`config.mk`:
```
export PLATFORM = sky130hd
export DESIGN_NAME = fetch_unit
export DESIGN_NICKNAME = d
export VERILOG_FILES = /design/src/rtl/cpu_pkg.sv /design/src/rtl/fetch_queue.sv /design/src/rtl/fetch_unit.sv
export SDC_FILE = /design/constraint.sdc
export NUM_CORES = 1
export LEC_CHECK = 0
export ABC_AREA = 1
export BUFFER_PORTS_ARGS = -buffer_cell sky130_fd_sc_hd__buf_4
export CORE_ASPECT_RATIO = 0.8
export CORE_MARGIN = 1.5
export CORE_UTILIZATION = 50
export DETAILED_ROUTE_END_ITERATION = 8
export HOLD_SLACK_MARGIN = 0.15
export PLACE_DENSITY = 0.7
export SLEW_MARGIN = 20
export SYNTH_ARGS = -nofsm -noshare
export SYNTH_HDL_FRONTEND = slang
export SYNTH_SLANG_ARGS = --single-unit
```
`constraint.sdc`:
```
create_clock -name clk -period 3.6 [get_ports clk]
set_clock_uncertainty 0.2 [all_clocks]
set_input_delay 0.18 -clock clk [delete_from_list [all_inputs] [get_ports clk]]
set_output_delay 0.18 -clock clk [all_outputs]
set_load 0.01 [all_outputs]
```
`src/rtl/cpu_pkg.sv`:
```
// Definitions shared across the core front end: fetch FSM encoding,
// the default HLT opcode and the instruction byte-width helper.
package cpu_pkg;

    typedef enum logic [1:0] {
        RUN     = 2'd0,
        HALTING = 2'd1,
        HALTED  = 2'd2
    } fetch_state_t;

    localparam logic [3:0] HLT_OPCODE_DEFAULT = 4'hF;

    function automatic int unsigned inst_bytes(input int unsigned data_w);
        return data_w / 8;
    endfunction

endpackage

```
`src/rtl/fetch_queue.sv`:
```
// Show-ahead synchronous FIFO: the head entry is readable combinationally,
// and a push into an empty queue becomes visible on the following cycle.
module fetch_queue #(
    parameter int WIDTH    = 16,
    parameter int DEPTH    = 4,
    parameter bit FLUSH_EN = 1'b1
) (
    input  logic                     clk,
    input  logic                     rst,
    input  logic                     push,
    input  logic [WIDTH-1:0]         push_data,
    input  logic                     pop,
    input  logic                     flush,
    output logic                     full,
    output logic                     empty,
    output logic [$clog2(DEPTH):0]   count,
    output logic [WIDTH-1:0]         head_data
);

    localparam int AW = $clog2(DEPTH);
    localparam int CW = AW + 1;

    logic [WIDTH-1:0] mem_reg [DEPTH];
    logic [AW-1:0]    wr_ptr_reg;
    logic [AW-1:0]    rd_ptr_reg;
    logic [CW-1:0]    count_reg;

    logic do_push;
    logic do_pop;
    logic do_flush;

    assign full     = (count_reg == CW'(DEPTH));
    assign empty    = (count_reg == '0);
    assign count    = count_reg;
    assign head_data = mem_reg[rd_ptr_reg];

    assign do_push  = push & ~full;
    assign do_pop   = pop & ~empty;
    assign do_flush = FLUSH_EN & flush;

    always_ff @(posedge clk) begin
        if (rst || do_flush) begin
            wr_ptr_reg <= '0;
            rd_ptr_reg <= '0;
            count_reg  <= '0;
        end else begin
            if (do_push) wr_ptr_reg <= wr_ptr_reg + AW'(1);
            if (do_pop)  rd_ptr_reg <= rd_ptr_reg + AW'(1);
            count_reg <= count_reg + CW'(do_push) - CW'(do_pop);
        end
    end

    // Storage needs no reset: entries are only observed once counted valid.
    always_ff @(posedge clk) begin
        if (do_push && !do_flush) mem_reg[wr_ptr_reg] <= push_data;
    end

endmodule

```
`src/rtl/fetch_unit.sv`:
```
// Instruction fetch front end: credit-limited request issue to an in-order
// memory, prefetch queue toward decode, redirect squash and HLT handling.
module fetch_unit
    import cpu_pkg::*;
#(
    parameter int                DATA_W     = 16,
    parameter int                DEPTH      = 4,
    parameter logic [DATA_W-1:0] RESET_PC   = '0,
    parameter logic [3:0]        HLT_OPCODE = HLT_OPCODE_DEFAULT
) (
    input  logic              clk,
    input  logic              rst,
    output logic              imem_req,
    output logic [DATA_W-1:0] imem_addr,
    input  logic              imem_gnt,
    input  logic              imem_rvalid,
    input  logic [DATA_W-1:0] imem_rdata,
    input  logic              redirect,
    input  logic [DATA_W-1:0] redirect_pc,
    output logic              inst_valid,
    output logic [DATA_W-1:0] inst,
    output logic [DATA_W-1:0] inst_pc,
    input  logic              inst_ready,
    output logic              hlt
);

    localparam int                CW      = $clog2(DEPTH) + 1;
    localparam logic [DATA_W-1:0] PC_STEP = DATA_W'(inst_bytes(DATA_W));

    fetch_state_t      state_reg, state_next;
    logic [DATA_W-1:0] pc_reg, pc_next;
    logic [CW-1:0]     drop_reg, drop_next;

    logic              iq_full, iq_empty;
    logic [CW-1:0]     iq_count;
    logic [2*DATA_W-1:0] iq_head;
    logic              af_full, af_empty;
    logic [CW-1:0]     af_count;
    logic [DATA_W-1:0] af_head;

    logic              grant, resp, redir, drop_resp, enq, enq_hlt, consume, head_hlt;
    logic [CW:0]       credit_sum;

    // The address FIFO holds one entry per granted-but-unanswered request,
    // so its occupancy is the outstanding count.
    assign credit_sum = {1'b0, iq_count} + {1'b0, af_count};
    assign imem_req   = (state_reg == RUN) && !rst && (credit_sum < (CW+1)'(DEPTH))
                        && !iq_full && !af_full;
    assign imem_addr  = pc_reg;

    assign grant     = imem_req & imem_gnt;
    assign resp      = imem_rvalid & ~af_empty;
    assign redir     = redirect && (state_reg != HALTED);
    assign drop_resp = resp && ((drop_reg != '0) || redir || (state_reg != RUN));
    assign enq       = resp & ~drop_resp;
    assign enq_hlt   = enq && (imem_rdata[DATA_W-1 -: 4] == HLT_OPCODE);
    assign consume   = ~iq_empty & inst_ready;
    assign head_hlt  = (iq_head[2*DATA_W-1 -: 4] == HLT_OPCODE);

    assign inst_valid = ~iq_empty;
    assign inst       = iq_empty ? '0 : iq_head[2*DATA_W-1:DATA_W];
    assign inst_pc    = iq_empty ? '0 : iq_head[DATA_W-1:0];
    assign hlt        = (state_reg == HALTED);

    fetch_queue #(.WIDTH(2*DATA_W), .DEPTH(DEPTH), .FLUSH_EN(1'b1)) u_inst_q (
        .clk       (clk),
        .rst       (rst),
        .push      (enq),
        .push_data ({imem_rdata, af_head}),
        .pop       (consume),
        .flush     (redir),
        .full      (iq_full),
        .empty     (iq_empty),
        .count     (iq_count),
        .head_data (iq_head)
    );

    fetch_queue #(.WIDTH(DATA_W), .DEPTH(DEPTH), .FLUSH_EN(1'b0)) u_addr_q (
        .clk       (clk),
        .rst       (rst),
        .push      (grant),
        .push_data (pc_reg),
        .pop       (resp),
        .flush     (1'b0),
        .full      (af_full),
        .empty     (af_empty),
        .count     (af_count),
        .head_data (af_head)
    );

    always_comb begin
        state_next = state_reg;
        pc_next    = pc_reg;
        drop_next  = drop_reg;

        if (grant) pc_next = pc_reg + PC_STEP;

        if (redir) begin
            state_next = RUN;
            pc_next    = redirect_pc;
            // Everything still in flight after this cycle belongs to the old path.
            drop_next  = af_count + CW'(grant) - CW'(resp);
        end else begin
            if (resp && (drop_reg != '0)) drop_next = drop_reg - CW'(1);
            case (state_reg)
                RUN:     if (enq_hlt) state_next = HALTING;
                HALTING: if (consume && head_hlt) state_next = HALTED;
                default: state_next = state_reg;
            endcase
        end
    end

    always_ff @(posedge clk) begin
        if (rst) begin
            state_reg <= RUN;
            pc_reg    <= RESET_PC;
            drop_reg  <= '0;
        end else begin
            state_reg <= state_next;
            pc_reg    <= pc_next;
            drop_reg  <= drop_next;
        end
    end

endmodule
```
==> run metrics <==
Post-synth top flop edfxtp_1; Async SR Flop Fraction 0; DR iter-0 viols 443; Initial Util 0.511; CTS buffer count 24; area leader, netlist edfxtp_1; DRT Pass-1 Iters 4; relative slew slack 0.339; Placer Congestion 0.787; Slew Limit Fails 0; CTS tree yes; CTS Root Buffer Type clkbuf_16; routed len/inst 15.4 um; max reg flops 128; sequential area share after synthesis 0.676; grt ovf 0; first-pass GRT wire length 31.3 mm; worst hold path depth 2; Tightest Pin Transition 0.990 ns; Hold Violations, Final 0; via count 6,616; vias per cell 5.08; worst hold path class in -> reg; # rows 45; critical path type reg -> reg; RSZ-0062 raised after global routing false; Netlist Area Pre-Place 9690 sq um; CP endpoint kind register; vias in the first global route 6,172; Clock Sinks 231; drt drc 0; num ports 89; Required @ worst endpoint 3.79 ns; share of cells above drive strength 1 0.149; pwr dens 568 nW/um^2; f_max 0.343 GHz; number of synthesized flops with an enable pin 192; Reg2Reg Depth 13; Die Wd 159 um; Total GRT Usage 0.198; synthesized area per cell 10.9 sq um; Placeable Area 19,000 sq um; Post-CTS Setup Bufs 0; Synthesized Nets 951; initial antenna violation count 0; Leak Pwr 4.45 nW; Final ANT Viol Nets 0; status finished, final reports clean; maxcap violations 0; final worst-path cycle share 0.809; Die ar. 20,200 sq um; Peak VDD IR 336 uV; CP Max Fanout 8; Synth-to-Final Area Change 21.8%; Fin Hold WS 0.220 ns; top post-synthesis cells by count 209 x nor2_1, 192 x edfxtp_1, 114 x o21ai_0, 85 x nand2_1, 59 x inv_1; post-DP HPWL 11.3 mm; warnings from Yosys 0; setup_tns 0 ns; port buffer count 88; nets@finish 1,085; top cells by area, synth edfxtp_1 59%, nor2_1 8.1%, dfxtp_1 8.1%; Routed WL 20.0 mm; clk_lat worst skew 0.51 ns; CP Launch Type register; top cell type's share of synthesized area 0.595; most frequent cell after synthesis nor2_1; CTS clk-pin slew, worst paths 0.06 ns; ANT cells 0; Mapped Cells 892; Clock Tree Buf Depth 3; htree depth 1; largest net degree at the start of global routing 66; min Tclk post-route 2.91 ns; fillers 1,490; Die Span Y 128 um; Post-CTS Resized 0; Yosys cell types 30; #FFs+latches synth 231; # setup viols final 0; CP arrival 3.10 ns
where the power goes:
group          leakage, nW  switching [mW]  internal, mW
logic                 2.02           0.691         0.405
registers             2.06           0.120          3.17
clock network        0.366           0.972          1.35
logic make-up after synthesis:
kind of cell	Yosys count	share of synthesized area
AO/OA/AOI/OAI	180	0.0953
flip-flops	231	0.676
AND/OR/NAND/NOR	350	0.147
XOR/XNOR	8	0.00723
adder cells (fa/ha/maj)	21	0.0294
buffers and inverters	102	0.0454
critical path, stage by stage (launching register included):
cell and delay (ns):
dfxtp_1 0.33, inv_1 0.07, ha_1 0.19, inv_1 0.06, nor2_1 0.04, nand3b_1 0.08
nor2_1 0.05, dlygate4sd3_1 0.58, nand2_1 0.27, inv_1 0.11, ha_1 0.22, fa_1 0.38
xnor2_1 0.17, nor2_1 0.06
per-layer routing:
| metal | part of all wire | GRT usage | up-vias |
|---|---|---|---|
| met5 | 0 | 0 | - |
| met4 | 0.013 | 0.0390 | 0 |
| met3 | 0.057 | 0.0326 | 26 |
| met2 | 0.44 | 0.319 | 184 |
| met1 | 0.49 | 0.287 | 3068 |
| li1 | - | - | 3338 |
stage by stage:
stage	power, mW	cells	area (sq um)	utilization	setup WS (ns)
floorplan	4.00	892	9690	-	0.655
global placement	4.36	1211	10600	0.558	1.13
detailed placement	4.39	1211	10600	0.558	1.06
CTS	6.75	1302	11800	0.622	0.694
global route	7.01	1302	11800	0.622	0.512
finish	6.70	1302	11800	0.622	0.688
cell type report:
type | instances | area, sq um | share of cell area
clock inverters | 13 | 106 | 0.00901
flip-flops and latches | 231 | 6550 | 0.555
clock buffers | 31 | 647 | 0.0548
repair buffers | 149 | 1240 | 0.105
well taps | 258 | 323 | 0.0274
inverters | 61 | 229 | 0.0194
multi-input cells | 559 | 2710 | 0.230
final timing paths:
path	slack (ns)	startpoint	to
max	0.69	drop_reg[0]$_SDFFE_PP0P_	u_inst_q.count[2]$_SDFF_PP0_
min	0.22	imem_rdata[6]	u_inst_q.mem_reg[1][22]$_DFFE_PP_
min reg2reg	0.27	u_addr_q.rd_ptr_reg[1]$_SDFFE_PP0P_	u_addr_q.rd_ptr_reg[1]$_SDFFE_PP0P_
max reg2reg	0.69	drop_reg[0]$_SDFFE_PP0P_	u_inst_q.count[2]$_SDFF_PP0_
cell usage in the layout, fill, tap and decap left out, types with 16 or more instances in the layout:
| cell type | count |
|---|---|
| inv_1 | 59 |
| o21ai_0 | 114 |
| nand2_1 | 85 |
| nor2_1 | 205 |
| buf_4 | 102 |
| edfxtp_1 | 192 |
| nand3_1 | 34 |
| a21oi_1 | 45 |
| ha_1 | 18 |
| o22ai_1 | 16 |
| clkbuf_16 | 24 |
| dlygate4sd3_1 | 47 |
| dfxtp_1 | 38 |
what timing repair did:
item | CTS | global route
hold buffers | 47 | 0
setup endpoints to repair | 0 | 0
hold endpoints to repair | 100 | 0
Note: power is estimated with default switching activity, not from simulation.
